<file path="config.mk">
export PLATFORM = sky130hd
export DESIGN_NAME = serial_sum_collector
export DESIGN_NICKNAME = d
export VERILOG_FILES = /design/src/rtl/serial_sum_collector_pkg.sv /design/src/rtl/serial_sum_outbuf.sv /design/src/rtl/serial_sum_collector.sv
export SDC_FILE = /design/constraint.sdc
export NUM_CORES = 1
export LEC_CHECK = 0
export CAP_MARGIN = 20
export CORE_MARGIN = 5
export CORE_UTILIZATION = 30
export DETAILED_ROUTE_END_ITERATION = 6
export HOLD_SLACK_MARGIN = 0.05
export PLACE_DENSITY = 0.48
export SYNTH_ARGS = -nofsm -noshare
export SYNTH_HDL_FRONTEND = slang
export SYNTH_SLANG_ARGS = --single-unit
</file>
<file path="constraint.sdc">
create_clock -name clk -period 4.8 [get_ports clk]
set_input_delay 0.72 -clock clk [delete_from_list [all_inputs] [get_ports clk]]
set_output_delay 0.72 -clock clk [all_outputs]
set_load 0.02 [all_outputs]
</file>
<file path="src/rtl/serial_sum_collector_pkg.sv">
// Shared definitions for the serial adder collector stage.
//   state_t   : collector FSM states (IDLE, COLLECT, FULL)
//   DEF_WIDTH : default operand/result width
//   cnt_width : bit-counter width able to hold 0..WIDTH
package serial_add_pkg;

  typedef enum logic [1:0] {
    IDLE    = 2'd0,
    COLLECT = 2'd1,
    FULL    = 2'd2
  } state_t;

  localparam int DEF_WIDTH = 4;

  function automatic int cnt_width(input int w);
    return $clog2(w + 1);
  endfunction

endpackage

</file>
<file path="src/rtl/serial_sum_outbuf.sv">
// One-deep valid/ready output register for the collector.
// Ports:
//   clk, rst_n        : clock, asynchronous active-low reset
//   load              : capture load_sum/load_cout (and load_ovf) this edge
//   load_sum/cout     : word to present
//   load_ovf          : overflow flag to present (SERIAL_SUM_OVF_EN only)
//   ready             : consumer takes the held word this edge
//   valid/sum/cout    : presented word
//   ovf               : presented overflow flag (SERIAL_SUM_OVF_EN only)
// Handshake: a word transfers on a rising edge where valid && ready. While
// valid && !ready the data holds still. A load in the same edge as a transfer
// wins, so valid stays high with no bubble.
module serial_sum_outbuf
  import serial_add_pkg::*;
#(
  parameter int WIDTH = DEF_WIDTH
) (
  input  logic             clk,
  input  logic             rst_n,
  input  logic             load,
  input  logic [WIDTH-1:0] load_sum,
  input  logic             load_cout,
`ifdef SERIAL_SUM_OVF_EN
  input  logic             load_ovf,
  output logic             ovf,
`endif
  input  logic             ready,
  output logic             valid,
  output logic [WIDTH-1:0] sum,
  output logic             cout
);

  always_ff @(posedge clk or negedge rst_n) begin
    if (!rst_n) begin
      valid <= 1'b0;
      sum   <= '0;
      cout  <= 1'b0;
`ifdef SERIAL_SUM_OVF_EN
      ovf   <= 1'b0;
`endif
    end else if (load) begin
      valid <= 1'b1;
      sum   <= load_sum;
      cout  <= load_cout;
`ifdef SERIAL_SUM_OVF_EN
      ovf   <= load_ovf;
`endif
    end else if (ready) begin
      valid <= 1'b0;
    end
  end

endmodule

</file>
<file path="src/rtl/serial_sum_collector.sv">
// Collects the LSB-first sum/carry bits of the bit-serial adder into a
// parallel word and presents it through a one-deep valid/ready buffer.
// Optional feature macro: SERIAL_SUM_OVF_EN adds res_ovf (two's-complement
// overflow of the word, carry into MSB XOR carry out of MSB).
// Ports:
//   clk, rst_n           : clock, asynchronous active-low reset
//   bit_valid            : sum_bit/carry_bit present this cycle
//   first_bit            : marks the LSB of a new word (with bit_valid)
//   sum_bit, carry_bit   : serial sum bit and carry-out of that position
//   in_ready             : a bit is accepted when bit_valid && in_ready
//   res_valid/res_ready  : output handshake, transfer when both high at an edge
//   res_sum, res_cout    : assembled word and final carry-out
//   res_ovf              : overflow flag (SERIAL_SUM_OVF_EN only)
//   frame_err            : one-cycle pulse, registered, after a framing error
module serial_sum_collector
  import serial_add_pkg::*;
#(
  parameter int WIDTH = DEF_WIDTH
) (
  input  logic             clk,
  input  logic             rst_n,
  input  logic             bit_valid,
  input  logic             first_bit,
  input  logic             sum_bit,
  input  logic             carry_bit,
  output logic             in_ready,
  output logic             res_valid,
  input  logic             res_ready,
  output logic [WIDTH-1:0] res_sum,
  output logic             res_cout,
  output logic             frame_err
`ifdef SERIAL_SUM_OVF_EN
  ,
  output logic             res_ovf
`endif
);

  localparam int CNT_W = cnt_width(WIDTH);

  state_t           state, state_nx;
  logic [CNT_W-1:0] count;
  logic [WIDTH-1:0] shreg;
  logic             held_cout;

  logic             accept, last_bit, word_done, slot_free;
  logic [WIDTH-1:0] next_word;
  logic             load, load_cout, frame_err_d;
  logic [WIDTH-1:0] load_sum;
`ifdef SERIAL_SUM_OVF_EN
  logic             prev_carry, held_ovf, load_ovf;
`endif

  assign accept    = bit_valid && in_ready;
  assign next_word = {sum_bit, shreg[WIDTH-1:1]};
  // A first_bit on the final position is a restart, never a completion.
  assign last_bit  = (state == COLLECT) && !first_bit
                     && (count == CNT_W'(WIDTH - 1));
  assign word_done = accept && last_bit;
  // The output slot is free if empty or being drained at this edge.
  assign slot_free = !res_valid || res_ready;

  // State register
  always_ff @(posedge clk or negedge rst_n) begin
    if (!rst_n) state <= IDLE;
    else        state <= state_nx;
  end

  // Next-state logic
  always_comb begin
    state_nx = state;
    case (state)
      IDLE:    if (accept && first_bit) state_nx = COLLECT;
      COLLECT: if (word_done)           state_nx = slot_free ? IDLE : FULL;
      FULL:    if (res_ready)           state_nx = IDLE;
      default:                          state_nx = IDLE;
    endcase
  end

  // Output / control logic
  always_comb begin
    in_ready    = (state != FULL);
    frame_err_d = 1'b0;
    load        = 1'b0;
    load_sum    = next_word;
    load_cout   = carry_bit;
`ifdef SERIAL_SUM_OVF_EN
    load_ovf    = prev_carry ^ carry_bit;
`endif
    case (state)
      IDLE:    frame_err_d = accept && !first_bit;
      COLLECT: begin
        frame_err_d = accept && first_bit;
        load        = word_done && slot_free;
      end
      FULL: begin
        // The completed word parked in shreg moves to the output on drain.
        load      = res_ready;
        load_sum  = shreg;
        load_cout = held_cout;
`ifdef SERIAL_SUM_OVF_EN
        load_ovf  = held_ovf;
`endif
      end
      default: ;
    endcase
  end

  // Counter, shift register and parked-word side bits
  always_ff @(posedge clk or negedge rst_n) begin
    if (!rst_n) begin
      count      <= '0;
      shreg      <= '0;
      held_cout  <= 1'b0;
      frame_err  <= 1'b0;
`ifdef SERIAL_SUM_OVF_EN
      prev_carry <= 1'b0;
      held_ovf   <= 1'b0;
`endif
    end else begin
      frame_err <= frame_err_d;
      // Bits without first_bit in IDLE are dropped.
      if (accept && (first_bit || state == COLLECT)) begin
        shreg <= next_word;
        count <= first_bit ? CNT_W'(1) : count + CNT_W'(1);
`ifdef SERIAL_SUM_OVF_EN
        prev_carry <= carry_bit;
`endif
      end
      if (word_done) begin
        held_cout <= carry_bit;
`ifdef SERIAL_SUM_OVF_EN
        held_ovf  <= prev_carry ^ carry_bit;
`endif
      end
    end
  end

  serial_sum_outbuf #(.WIDTH(WIDTH)) u_outbuf (
    .clk       (clk),
    .rst_n     (rst_n),
    .load      (load),
    .load_sum  (load_sum),
    .load_cout (load_cout),
`ifdef SERIAL_SUM_OVF_EN
    .load_ovf  (load_ovf),
    .ovf       (res_ovf),
`endif
    .ready     (res_ready),
    .valid     (res_valid),
    .sum       (res_sum),
    .cout      (res_cout)
  );

endmodule

</file>
==> results of run 1 <==
==> registers in the layout, indices dropped and copies added (netlist names) <==
| name | cells |
|---|---|
| shreg | 4 |
| u_outbuf.sum | 4 |
| count | 3 |
| state | 2 |
| frame_err | 1 |
| held_cout | 1 |
| u_outbuf.cout | 1 |
| u_outbuf.valid | 1 |
==> cell usage in the layout, fill, tap and decap left out, types with 3 or more instances in the layout <==
master and n:
dfrtp_1 17, mux2_2 16, clkdlybuf4s50_1 14, nand2_1 6
inv_1 5, ha_1 5, nor2_1 4, nand2b_1 3
nand3_1 3, clkbuf_4 3
==> report_power, final <==
part / leakage (uW) / switching [uW] / internal (uW) / total (uW)
clock: 0.0000150 / 45.6 / 32.3 / 77.9
sequential: 0.000215 / 34.3 / 198 / 233
combinational: 0.000250 / 111 / 129 / 240
total: 0.000480 / 191 / 360 / 550
==> cells by family (layout without fill, tap and decap cells) <==
| group | after synthesis | after routing | synth area share |
|---|---|---|---|
| simple gates | 21 | 21 | 0.133 |
| mux | 18 | 18 | 0.219 |
| flops | 17 | 17 | 0.466 |
| compound gates | 9 | 9 | 0.0782 |
| buf+inv | 7 | 23 | 0.0343 |
| fa+ha+maj | 5 | 5 | 0.0686 |
==> final cells by class <==
cell class | count | area (sq um) | area share
repair buffers | 14 | 140 | 0.127
multi-input cells | 53 | 455 | 0.411
well taps | 33 | 41.3 | 0.0373
flip-flops and latches | 17 | 425 | 0.384
clock buffers | 4 | 26.3 | 0.0237
inverters | 5 | 18.8 | 0.0169
==> through the flow <==
stage / utilization / total power (uW)
after floorplan: - / 395
after global placement: 0.363 / 476
after detailed placement: 0.363 / 481
after CTS: 0.372 / 563
after global routing: 0.372 / 598
final: 0.372 / 550
==> layer usage <==
| layer | share of wire | vias to the layer above | wire, microns |
|---|---|---|---|
| li1 | - | 302 | - |
| met1 | 0.47 | 295 | 807 |
| met2 | 0.45 | 13 | 768 |
| met3 | 0.068 | 2 | 116 |
| met4 | 0.0076 | 0 | 13 |
| met5 | 0 | - | 0 |
==> worst paths after layout <==
path	startpoint	to	slack, ps	cells after the start
worst min register to register	u_outbuf.cout	u_outbuf.cout	520	1
min in group asynchronous	rst_n	frame_err	870	1
worst max register to register	state[0]	u_outbuf.sum[3]	2850	6
max in group asynchronous	rst_n	u_outbuf.sum[3]	3450	1
worst max-delay path	state[0]	in_ready	2200	4
worst min-delay path	u_outbuf.cout	u_outbuf.cout	520	1
==> worst register-to-register path: stages (launching register included) <==
cell and delay [ps]:
dfrtp_1 380, inv_1 70, ha_1 370, nor2b_4 270
nand3_4 130, a21oi_4 270, mux2_2 360
==> reports/metrics.csv, run 1 <==
metric,value,unit
yosys warns,0,
IO Pins,15,
total iterations of the first detailed-routing run,4,
Starting Density,0.306,
Post-Layout Cell Count,126,
Crit path buffers/inverters,3,
Netlist cell types,24,
Peak Freq,0.384,GHz
cell taking the most area after synthesis,dfrtp_1,
die area,4240,sq um
number of CTS-inserted buffers,3,
CTS tree,built,
antenna violations before repair,0,
fin nets,106,
critical path peak fanout,10,
Mean Syn Cell Area,11.8,sq um
unrepaired setup endpoints after global routing,no,
"Seq/Total Area, Yosys",0.466,
worst hold margin,517,ps
ANT cells,0,
Post-synth top cells,"dfrtp_1 (17), mux2_2 (16), nand2_1 (6)",
final worst slack,2200,ps
Post-Syn Nets,89,
register bit total from synthesis,17,
MaxCap Viol Count,0,
Final ANT Viol Nets,0,
final count of pins violating max slew,0,
dpl ws,2340,ps
Layout area overhead,21.4,%
GRT Residual Overflow,0,
routability congestion estimate,0.707,
Die Span Y,65.1,microns
row cnt,20,
"delay-heaviest family, CP",buffers and inverters,
Fill cells,304,
startpoint types,flip-flop,
DR DRC count,0,
Vias,612,
H-tree depth,1,
WL final,1.71,mm
Worst Path Required,4080,ps
placed insts,122,
first-pass GRT wire length,3.11,mm
dpl cell area,1080,sq um
CP Class,flip-flop to primary output,
number of global-route vias before repair,696,
Die X,65.1,microns
min Tclk post-route,2600,ps
core box area,2980,sq um
CP max stage delay,550,ps
CTS sink cnt,17,
vias per std cell,4.86,
Mapped Cells,77,
pwr/cell area,497,nW/um^2
arrival time worst endpoint,1880,ps
prevailing post-synth register cell,dfrtp_1,
Critical Path Most Common Cell,inv_1,
"Async S/R FF share, synth",1.00,
post-cts gate resize count,0,
Pleak,0.000480,uW
setup clock skew after layout,1.99,ps
number of flops mapped to enable cells by yosys,0,
Max transition margin,0.485,
final setup violation count,0,
gr usage total,0.0953,
synthesized area,912,sq um
worst skew pair latency,290,ps
HP Class,flip-flop to flip-flop,
DRT iter0 DRCs,40,
met2 GRT Util,0.144,
Worst-Margin Slew,770,ps
fin crit share,0.542,
setup TNS,0,ps
post-CTS setup buffer count,0,
share of cells above drive strength 1,0.237,
status,"complete, no violations",
Final Cell Area,1110,sq um
most numerous cell in the Yosys netlist,dfrtp_1,
maximum vdd drop,168,uV
met1 usage,0.122,
crit end category,primary output,
CP max-delay cell,clkdlybuf4s50_1,
area share of the largest cell type after synthesis,0.466,
WL per Instance,13.5,microns
hold buffers post-CTS,0,
largest net degree at the start of global routing,18,
post-DP HPWL,1.24,mm
final hold violations,0,
port buffer count,14,
Worst-path clk slew,100,ps
CP Cell Sequence,inv_1 -> ha_1 -> inv_1 -> clkdlybuf4s50_1,
clock tree buffer depth,2,
CTS root buf,clkbuf_4,
GRT busiest layer,met2,
"top cells by area, synth","dfrtp_1 (47%), mux2_2 (20%), ha_1 (6.9%), nand2_1 (2.5%), mux2i_1 (2.2%)",
grt met3 use,0.0308,
Power figures use the tool's default switching activity.
==> run 2: changes to the inputs <==
--- a/config.mk
+++ b/config.mk
@@ -10,7 +10,7 @@
 export CORE_UTILIZATION = 30
 export DETAILED_ROUTE_END_ITERATION = 6
 export HOLD_SLACK_MARGIN = 0.05
-export PLACE_DENSITY = 0.48
+export PLACE_DENSITY = 0.5
 export SYNTH_ARGS = -nofsm -noshare
 export SYNTH_HDL_FRONTEND = slang
 export SYNTH_SLANG_ARGS = --single-unit
==> constraint.sdc (replaced) <==
create_clock -name clk -period 2.2 [get_ports clk]
set_input_delay 0.33 -clock clk [delete_from_list [all_inputs] [get_ports clk]]
set_output_delay 0.33 -clock clk [all_outputs]
set_load 0.02 [all_outputs]
==> reports/metrics.csv, run 2 (synthesis gave the netlist of run 1 again) <==
metric,value,unit,change
reg2reg start,count[0],,
CTS sink cnt,17,,unchanged
Worst-Margin Slew,412,ps,-358 ps
Worst Path Required,1870,ps,-2210 ps
fin crit share,0.952,,
pwr/cell area,1070,nW/um^2,+110%
worst r2r dst,u_outbuf.sum[0],,
crit end category,primary output,,
Fill cells,307,,+0.99%
worst hold margin,350,ps,-167 ps
largest net degree at the start of global routing,18,,unchanged
number of global-route vias before repair,641,,-7.9%
total iterations of the first detailed-routing run,4,,unchanged
startpoint types,flip-flop,,
post-DP HPWL,1.21,mm,-2.7%
setup TNS,0,ps,unchanged
die area,4240,sq um,unchanged
DRT iter0 DRCs,33,,-18%
CTS tree,built,,
Max transition margin,0.725,,+0.240
r2r worst-path depth,6,,unchanged
clock network power share,0.142,,about the same
Largest regs,"shreg x4, u_outbuf.sum x4, count x3",,
CTS root buf,clkbuf_4,,
H-tree depth,1,,unchanged
number of CTS-inserted buffers,3,,unchanged
Flop pwr share,0.424,,about the same
crit path from,state[0],,
internal power component,783,uW,+120%
Starting Density,0.306,,unchanged
unrepaired setup endpoints after global routing,no,,
P_sw,419,uW,+120%
fin nets,108,,+1.9%
core box area,2980,sq um,unchanged
critical path peak fanout,10,,unchanged
final hold violations,0,,unchanged
antenna violations before repair,0,,unchanged
final count of pins violating max slew,0,,unchanged
hold buffers post-CTS,0,,unchanged
clock tree buffer depth,2,,unchanged
Critical Path Most Common Cell,inv_1,,
CP Cell Sequence,inv_1 -> ha_2 -> inv_1 -> clkdlybuf4s50_1,,
WL per Instance,12.8,microns,-5.5%
vias per std cell,4.71,,-3.0%
final setup violation count,0,,unchanged
R2R Setup Slk,320,ps,-2530 ps
DR DRC count,0,,unchanged
area occupied by multi-input gates,458,sq um,+0.55%
"delay-heaviest family, CP",buffers and inverters,,
port buffer count,14,,unchanged
MaxCap Viol Count,0,,unchanged
Peak Freq,0.478,GHz,
Final ANT Viol Nets,0,,unchanged
Vias,603,,-1.5%
most frequent cells in the layout,"dfrtp_1 (17), mux2_2 (16), clkdlybuf4s50_1 (14), nand2_1 (6), inv_1 (5)",,
Pleak,0.000490,uW,+2.1%
dpl ws,211,ps,-2120 ps
Worst-path clk slew,110,ps,about the same
Register Area,425,sq um,unchanged
gr usage total,0.0927,,-0.00260
post-cts gate resize count,1,,+1
Combinational Power Share,0.434,,-0.002
min Tclk post-route,2090,ps,
maximum vdd drop,591,uV,+250%
setup clock skew after layout,6.33,ps,+4.33 ps
share of cells above drive strength 1,0.274,,+0.0371
first-pass GRT wire length,3.12,mm,+0.23%
CP Class,flip-flop to primary output,,
Layout area overhead,23.5,%,
status,"complete, no violations",,
CP max-delay cell,clkdlybuf4s50_1,,
GRT Residual Overflow,0,,unchanged
"commonest non-fill, non-tap cell in the layout",dfrtp_1,,
final worst slack,106,ps,-2090 ps
post-CTS setup buffer count,0,,unchanged
Die Span Y,65.1,microns,unchanged
IO Pins,15,,unchanged
ANT cells,0,,unchanged
worst skew pair latency,290,ps,about the same
HP Class,primary input to asynchronous set/reset pin,,
WL final,1.64,mm,-4.0%
sw frac,0.349,,+0.00198
arrival time worst endpoint,1760,ps,-120 ps
Crit path buffers/inverters,3,,unchanged
routability congestion estimate,0.775,,+9.6%
row cnt,20,,unchanged
CP max stage delay,540,ps,about the same
Die X,65.1,microns,unchanged
-- run 2: worst max path at each step --
stage	to	cells past startpoint	slack [ps]
4_1_cts	in_ready	4	80
3_5_place_dp	u_outbuf.sum[0]	5	210
6_report	in_ready	4	110
5_1_grt	in_ready	4	10
2_1_floorplan	u_outbuf.cout	7	490
3_3_place_gp	u_outbuf.cout	5	260
-- run 2: layer usage --
layer  routed length (microns)  vias up  track usage
met4                         6        0      0.00777
li1                          -      301            -
met5                         0        -            0
met3                       101        2       0.0444
met2                       669       16        0.134
met1                       860      284        0.130
-- run 2: cell type report --
| cell class | count | area share |
|---|---|---|
| flip-flops and latches | 17 | 0.378 |
| repair buffers | 16 | 0.138 |
| clock inverters | 1 | 0.00444 |
| inverters | 5 | 0.0167 |
| clock buffers | 3 | 0.0200 |
| multi-input cells | 53 | 0.407 |
| well taps | 33 | 0.0367 |
-- run 2: power groups by stage --
stage               Combinational [uW]  Clock, uW  Sequential (uW)
global route                       580        196              533
CTS                                529        180              512
finish                             522        170              510
global placement                   523          0              516
detailed placement                 528          0              516
floorplan                          307          0              556
-- run 2: through the flow --
step	total power, uW	util	std cells	instance area [sq um]
2_1_floorplan	863	-	77	912
3_3_place_gp	1040	0.368	124	1100
3_5_place_dp	1040	0.368	124	1100
4_1_cts	1220	0.378	128	1130
5_1_grt	1310	0.378	128	1130
6_report	1200	0.378	128	1130
